--- config.mk ---
export PLATFORM = sky130hd
export DESIGN_NAME = alu_exec_unit
export DESIGN_NICKNAME = d
export VERILOG_FILES = /design/src/rtl/alu_exec_unit.sv
export SDC_FILE = /design/constraint.sdc
export NUM_CORES = 1
export LEC_CHECK = 0
export BUFFER_PORTS_ARGS = -buffer_cell sky130_fd_sc_hd__buf_4
export CORE_ASPECT_RATIO = 2
export CORE_MARGIN = 10
export CORE_UTILIZATION = 60
export DETAILED_ROUTE_END_ITERATION = 8
export GPL_TIMING_DRIVEN = 0
export PLACE_DENSITY = 0.78
export SETUP_SLACK_MARGIN = 0.4
export SLEW_MARGIN = 20
export SYNTH_ARGS = -nofsm -noshare
export SYNTH_HDL_FRONTEND = slang
export SYNTH_SLANG_ARGS = --single-unit
export TNS_END_PERCENT = 100
--- constraint.sdc ---
create_clock -name Clk -period 6 [get_ports Clk]
set_clock_uncertainty 0.2 [all_clocks]
set_input_delay 1.2 -clock Clk [delete_from_list [all_inputs] [get_ports Clk]]
set_output_delay 1.2 -clock Clk [all_outputs]
set_load 0.03 [all_outputs]
--- src/rtl/alu_exec_unit.sv ---
// Execute stage: single-cycle ADD/AND/NOT/PASS, iterative shift-add MUL and 1-bit/cycle shifts.
// Result and NZP are registered; Done/Busy are decoded from the FSM state.
module alu_exec_unit #(
    parameter int N = 16
) (
    input  logic         Clk,
    input  logic         Reset,
    input  logic         Start,
    input  logic [2:0]   ALUK,
    input  logic         SR2MUX,
    input  logic [N-1:0] A,
    input  logic [N-1:0] B_Reg,
    input  logic [4:0]   Imm5,
    output logic [N-1:0] Result,
    output logic         Done,
    output logic         Busy,
    output logic [2:0]   NZP
);

    typedef enum logic [1:0] {IDLE, CALC, DONE} state_t;

    localparam logic [2:0] OP_ADD = 3'b000;
    localparam logic [2:0] OP_AND = 3'b001;
    localparam logic [2:0] OP_NOT = 3'b010;
    localparam logic [2:0] OP_MUL = 3'b100;
    localparam logic [2:0] OP_SHL = 3'b101;
    localparam logic [2:0] OP_SRA = 3'b110;

    state_t       state_q, state_d;
    logic [2:0]   op_q, op_d;
    logic [4:0]   count_q, count_d;
    logic [N-1:0] work_q, work_d;     // shift operand, or MUL multiplicand
    logic [N-1:0] opb_q, opb_d;       // MUL multiplier, consumed LSB first
    logic [N-1:0] acc_q, acc_d;
    logic [N-1:0] result_q, result_d;
    logic [2:0]   nzp_q, nzp_d;

    logic [N-1:0] b_sel;
    logic [N-1:0] acc_next;
    logic [N-1:0] work_next;
    logic         accept;

    function automatic logic [2:0] cc(input logic [N-1:0] r);
        if (r[N-1])
            return 3'b100;
        else if (r == '0)
            return 3'b010;
        else
            return 3'b001;
    endfunction

    assign b_sel  = SR2MUX ? {{(N-5){Imm5[4]}}, Imm5} : B_Reg;
    assign accept = Start && (state_q != CALC);

    // Low N bits of a two's-complement product equal the unsigned product's.
    assign acc_next = acc_q + (opb_q[0] ? work_q : '0);

    always_comb begin
        work_next = work_q;
        case (op_q)
            OP_MUL:  work_next = work_q << 1;
            OP_SHL:  work_next = work_q << 1;
            OP_SRA:  work_next = {work_q[N-1], work_q[N-1:1]};
            default: work_next = work_q;
        endcase
    end

    always_comb begin
        state_d  = state_q;
        op_d     = op_q;
        count_d  = count_q;
        work_d   = work_q;
        opb_d    = opb_q;
        acc_d    = acc_q;
        result_d = result_q;
        nzp_d    = nzp_q;

        if (accept) begin
            op_d = ALUK;
            case (ALUK)
                OP_MUL: begin
                    work_d  = A;
                    opb_d   = b_sel;
                    acc_d   = '0;
                    count_d = 5'd16;
                    state_d = CALC;
                end
                OP_SHL, OP_SRA: begin
                    if (b_sel[3:0] == 4'd0) begin
                        result_d = A;
                        nzp_d    = cc(A);
                        state_d  = DONE;
                    end else begin
                        work_d  = A;
                        count_d = {1'b0, b_sel[3:0]};
                        state_d = CALC;
                    end
                end
                default: begin
                    case (ALUK)
                        OP_ADD:  result_d = A + b_sel;
                        OP_AND:  result_d = A & b_sel;
                        OP_NOT:  result_d = ~A;
                        default: result_d = A;
                    endcase
                    nzp_d   = cc(result_d);
                    state_d = DONE;
                end
            endcase
        end else if (state_q == CALC) begin
            count_d = count_q - 5'd1;
            work_d  = work_next;
            if (op_q == OP_MUL) begin
                acc_d = acc_next;
                opb_d = opb_q >> 1;
            end
            if (count_q == 5'd1) begin
                result_d = (op_q == OP_MUL) ? acc_next : work_next;
                nzp_d    = cc(result_d);
                state_d  = DONE;
            end
        end else if (state_q == DONE) begin
            state_d = IDLE;
        end
    end

    always_ff @(posedge Clk) begin
        if (Reset) begin
            state_q  <= IDLE;
            op_q     <= OP_ADD;
            count_q  <= '0;
            work_q   <= '0;
            opb_q    <= '0;
            acc_q    <= '0;
            result_q <= '0;
            nzp_q    <= 3'b010;
        end else begin
            state_q  <= state_d;
            op_q     <= op_d;
            count_q  <= count_d;
            work_q   <= work_d;
            opb_q    <= opb_d;
            acc_q    <= acc_d;
            result_q <= result_d;
            nzp_q    <= nzp_d;
        end
    end

    assign Result = result_q;
    assign NZP    = nzp_q;
    assign Done   = (state_q == DONE);
    assign Busy   = (state_q == CALC);

endmodule

==> impl_metrics.ini <==
[logic_synthesis]
synth.top_cell.area_share_pct = 22.63
synthesis.instances = 908
ys.flop_type = dfxtp_1
yosysSeqAreaShare_pct = 22.63
synth_edf_count = 0
synthDistinctLibCells = 84
synth_area_leader_cell = dfxtp_1
synthArstFlopShare_pct = 0
syn_nets = 990
synth.top_cells.by_area = dfxtp_1, nor2_1, ha_1, a21oi_1, o21ai_0
syn_area_sq_um = 6723
synth_area_per_cell_sq_um = 7.404
ys_ff_latch = 76
yosysWarnings = 0

[flow_run]
drv_cap = 0

[critical_path]
r2r-end = NZP[1]
critPathMaxFanout = 10
timing.rr.start = opb_q[0]
critPathLaunchType = input port
cp_slowest_cell = nor4_1
crit_type = input port to flip-flop
cp-end-kind = flip-flop
path_cells = buf_2, nand2_1, clkbuf_1, o21ai_0, ha_1, nand3_1, nor4_1, o311ai_1, mux2i_1, nand2_1, nor4_1, nand3_1, o32a_1, o21ai_2
critPathMaxStageDelay_ns = 0.57
r2r_cells = 13
worst_ep_arrival_time_ns = 5.04
r2r_slack_ns = 1.95
required_ns = 6.08

[timing]
rsz0062_at_grt = false
hold_viol = 0
setup_violations = 0
slew_violations = 0
setup-tns-final_ns = 0
max_slew.worst_pin.slew_ns = 0.8068
fin_crit_sh_pct = 82.79
period_needed_ns = 4.967
fmax_ghz = 0.2013
slew_headroom_pct = 45.65

[cts]
cts_buffers = 9
cts_resized = 0
clock_path_buffers = 2
tritoncts = yes
post_cts_buffers = 0
cts_hold_buf = 0
clkSinkCount = 76
worstSkewPairLatency_ns = 0.34
htree_levels = 3
clkTransAtPathRegs_ns = 0.07
root_buffer = clkbuf_16

[floorplan]
core_area_sq_um = 10950
ioPinCount = 65
chipHeight_microns = 169.7
rows = 54
die-area_sq_um = 16100
initial_core_util_pct = 61.42
die_x_microns = 94.85

[route]
dr.pass1.iters = 7
first_iter_violations = 618
drc = 0
route.vias.total = 7882
ant_nets = 0
drt-total-wl_microns = 27760
avgRoutedWirePerCell_microns = 24.63
via_per_inst = 6.994

[place]
dp_hpwl_microns = 21780
gp_congestion = 1.007
port_buffers = 62

[global_routing]
grt_max_degree = 15
overflow = 0
track_usage_pct = 34.11
first_global_vias = 7943
grt_pass1_wl_microns = 42570
antenna_found_initial = 0

[worst_hold_path]
min_path_type = flip-flop to flip-flop
hold_end = opb_q[3]
min_from = opb_q[3]
hold_depth = 2

[power]
finalPower_mw = 1.713
ir_drop_v = 0.0001702
powerDensity_nw_per_um2 = 222.4
leakage_nw = 3.111

[cells_and_area]
area_growth_pct = 14.61
drive_above_1_share_pct = 14.60
fin_nets = 1063
fill_cells = 917

[status]
outcome = finished, final reports clean
==> worst max-delay path: cells and delay by family <==
family                   cells  cell delay (ns)
multiplexers                 1             0.22
buffers and inverters        2             0.46
adder cells (fa/ha/maj)      1             0.51
AND/OR/NAND/NOR              6             1.49
AO/OA/AOI/OAI                4             1.16
==> area by class of cell <==
class / count / area (sq um) / share of cell area (%)
Antenna cell: 1 / 2.502 / 0.03248
Sequential cell: 76 / 1521 / 19.75
Buffer: 67 / 392.9 / 5.099
Timing Repair Buffer: 62 / 465.4 / 6.041
Inverter: 31 / 116.4 / 1.510
Tap cell: 140 / 175.2 / 2.273
Clock inverter: 6 / 93.84 / 1.218
Clock buffer: 10 / 239.0 / 3.102
Multi-Input combinational cell: 734 / 4698 / 60.98
==> metrics by stage <==
step,hold WS [ns],setup WS [ns],area (sq um),util (%),cells
after floorplan,0.2313,1.642,6723,-,908
after global placement,0.2434,0.9789,7363,67.27,1110
after detailed placement,0.2549,0.8641,7363,67.27,1110
after CTS,0.2751,1.179,7696,70.31,1126
after global routing,0.2984,0.8634,7702,70.37,1126
final,0.2783,1.033,7705,70.39,1127
==> metal layers <==
layer	track usage, %	vias up	part of all wire [%]
met1	31.98	3701	32
met4	31.94	0	11
li1	-	3490	-
met5	0	-	0
met3	5.450	184	6.7
met2	60.02	507	51
==> logic make-up after synthesis <==
logic type,share of synthesized area (%)
compound gates,34.26
simple gates,22.33
buf+inv,7.575
flops,22.63
fa+ha+maj,7.445
xor+xnor,2.996
mux,2.754
==> report_power, final <==
group          switching [mW]  internal, mW  leakage (nW)
clock                   0.244         0.380         0.160
sequential             0.0356         0.531         0.619
combinational           0.332         0.191          2.33
==> sequential cells by signal (all words and copies together), names as in the netlist <==
| signal | count |
|---|---|
| op_q | 3 |
| count_q | 5 |
| Result | 16 |
| acc_q | 16 |
| opb_q | 16 |
| NZP | 2 |
| state_q | 2 |
| work_q | 16 |
==> worst max-delay path by stage <==
stage	start	to	slack, ns
after global placement	SR2MUX	NZP[1]	0.98
after CTS	SR2MUX	NZP[1]	1.18
after detailed placement	SR2MUX	NZP[1]	0.86
after floorplan	SR2MUX	NZP[1]	1.64
after global routing	SR2MUX	NZP[1]	0.86
final	SR2MUX	NZP[1]	1.03
==> synthesized netlist by cell type, types with 5 or more instances <==
| cell | n |
|---|---|
| nor2_1 | 125 |
| a21o_1 | 8 |
| o21ai_0 | 53 |
| clkbuf_1 | 37 |
| o211ai_1 | 14 |
| a221oi_1 | 12 |
| a32o_1 | 5 |
| o21ai_1 | 11 |
| or3_1 | 5 |
| a21boi_0 | 6 |
| and2_1 | 19 |
| ha_1 | 36 |
| inv_1 | 27 |
| nand3_1 | 12 |
| o21a_1 | 8 |
| a21oi_1 | 84 |
| nor3b_1 | 5 |
| xor2_1 | 13 |
| mux2i_1 | 14 |
| a31oi_1 | 6 |
| nor2b_1 | 14 |
| buf_2 | 12 |
| buf_6 | 10 |
| o211a_1 | 5 |
| o31ai_1 | 5 |
| a22oi_1 | 23 |
| o21bai_1 | 7 |
| nand4_1 | 6 |
| nor3_1 | 29 |
| a211oi_1 | 31 |
| o221ai_1 | 9 |
| o22ai_1 | 8 |
| nor4_1 | 9 |
| dfxtp_1 | 76 |
| nand2_1 | 70 |
| xnor2_1 | 10 |
==> placed cells by master (no fill, tap or decap), types with 9 or more instances in the layout <==
| master | Yosys | layout |
|---|---|---|
| a211oi_1 | 31 | 31 |
| a21oi_1 | 84 | 84 |
| a221oi_1 | 12 | 12 |
| a22oi_1 | 23 | 23 |
| and2_1 | 19 | 19 |
| buf_2 | 12 | 12 |
| buf_4 | 3 | 65 |
| buf_6 | 10 | 10 |
| clkbuf_1 | 37 | 37 |
| clkbuf_16 | 0 | 9 |
| dfxtp_1 | 76 | 76 |
| ha_1 | 36 | 36 |
| inv_1 | 27 | 27 |
| mux2i_1 | 14 | 14 |
| nand2_1 | 70 | 70 |
| nand3_1 | 12 | 12 |
| nor2_1 | 125 | 125 |
| nor2b_1 | 14 | 14 |
| nor3_1 | 29 | 29 |
| o211ai_1 | 14 | 14 |
| o21ai_0 | 53 | 53 |
| o21ai_1 | 11 | 11 |
| o221ai_1 | 9 | 9 |
| xnor2_1 | 10 | 10 |
| xor2_1 | 13 | 13 |
(Power assumes the default switching activity.)
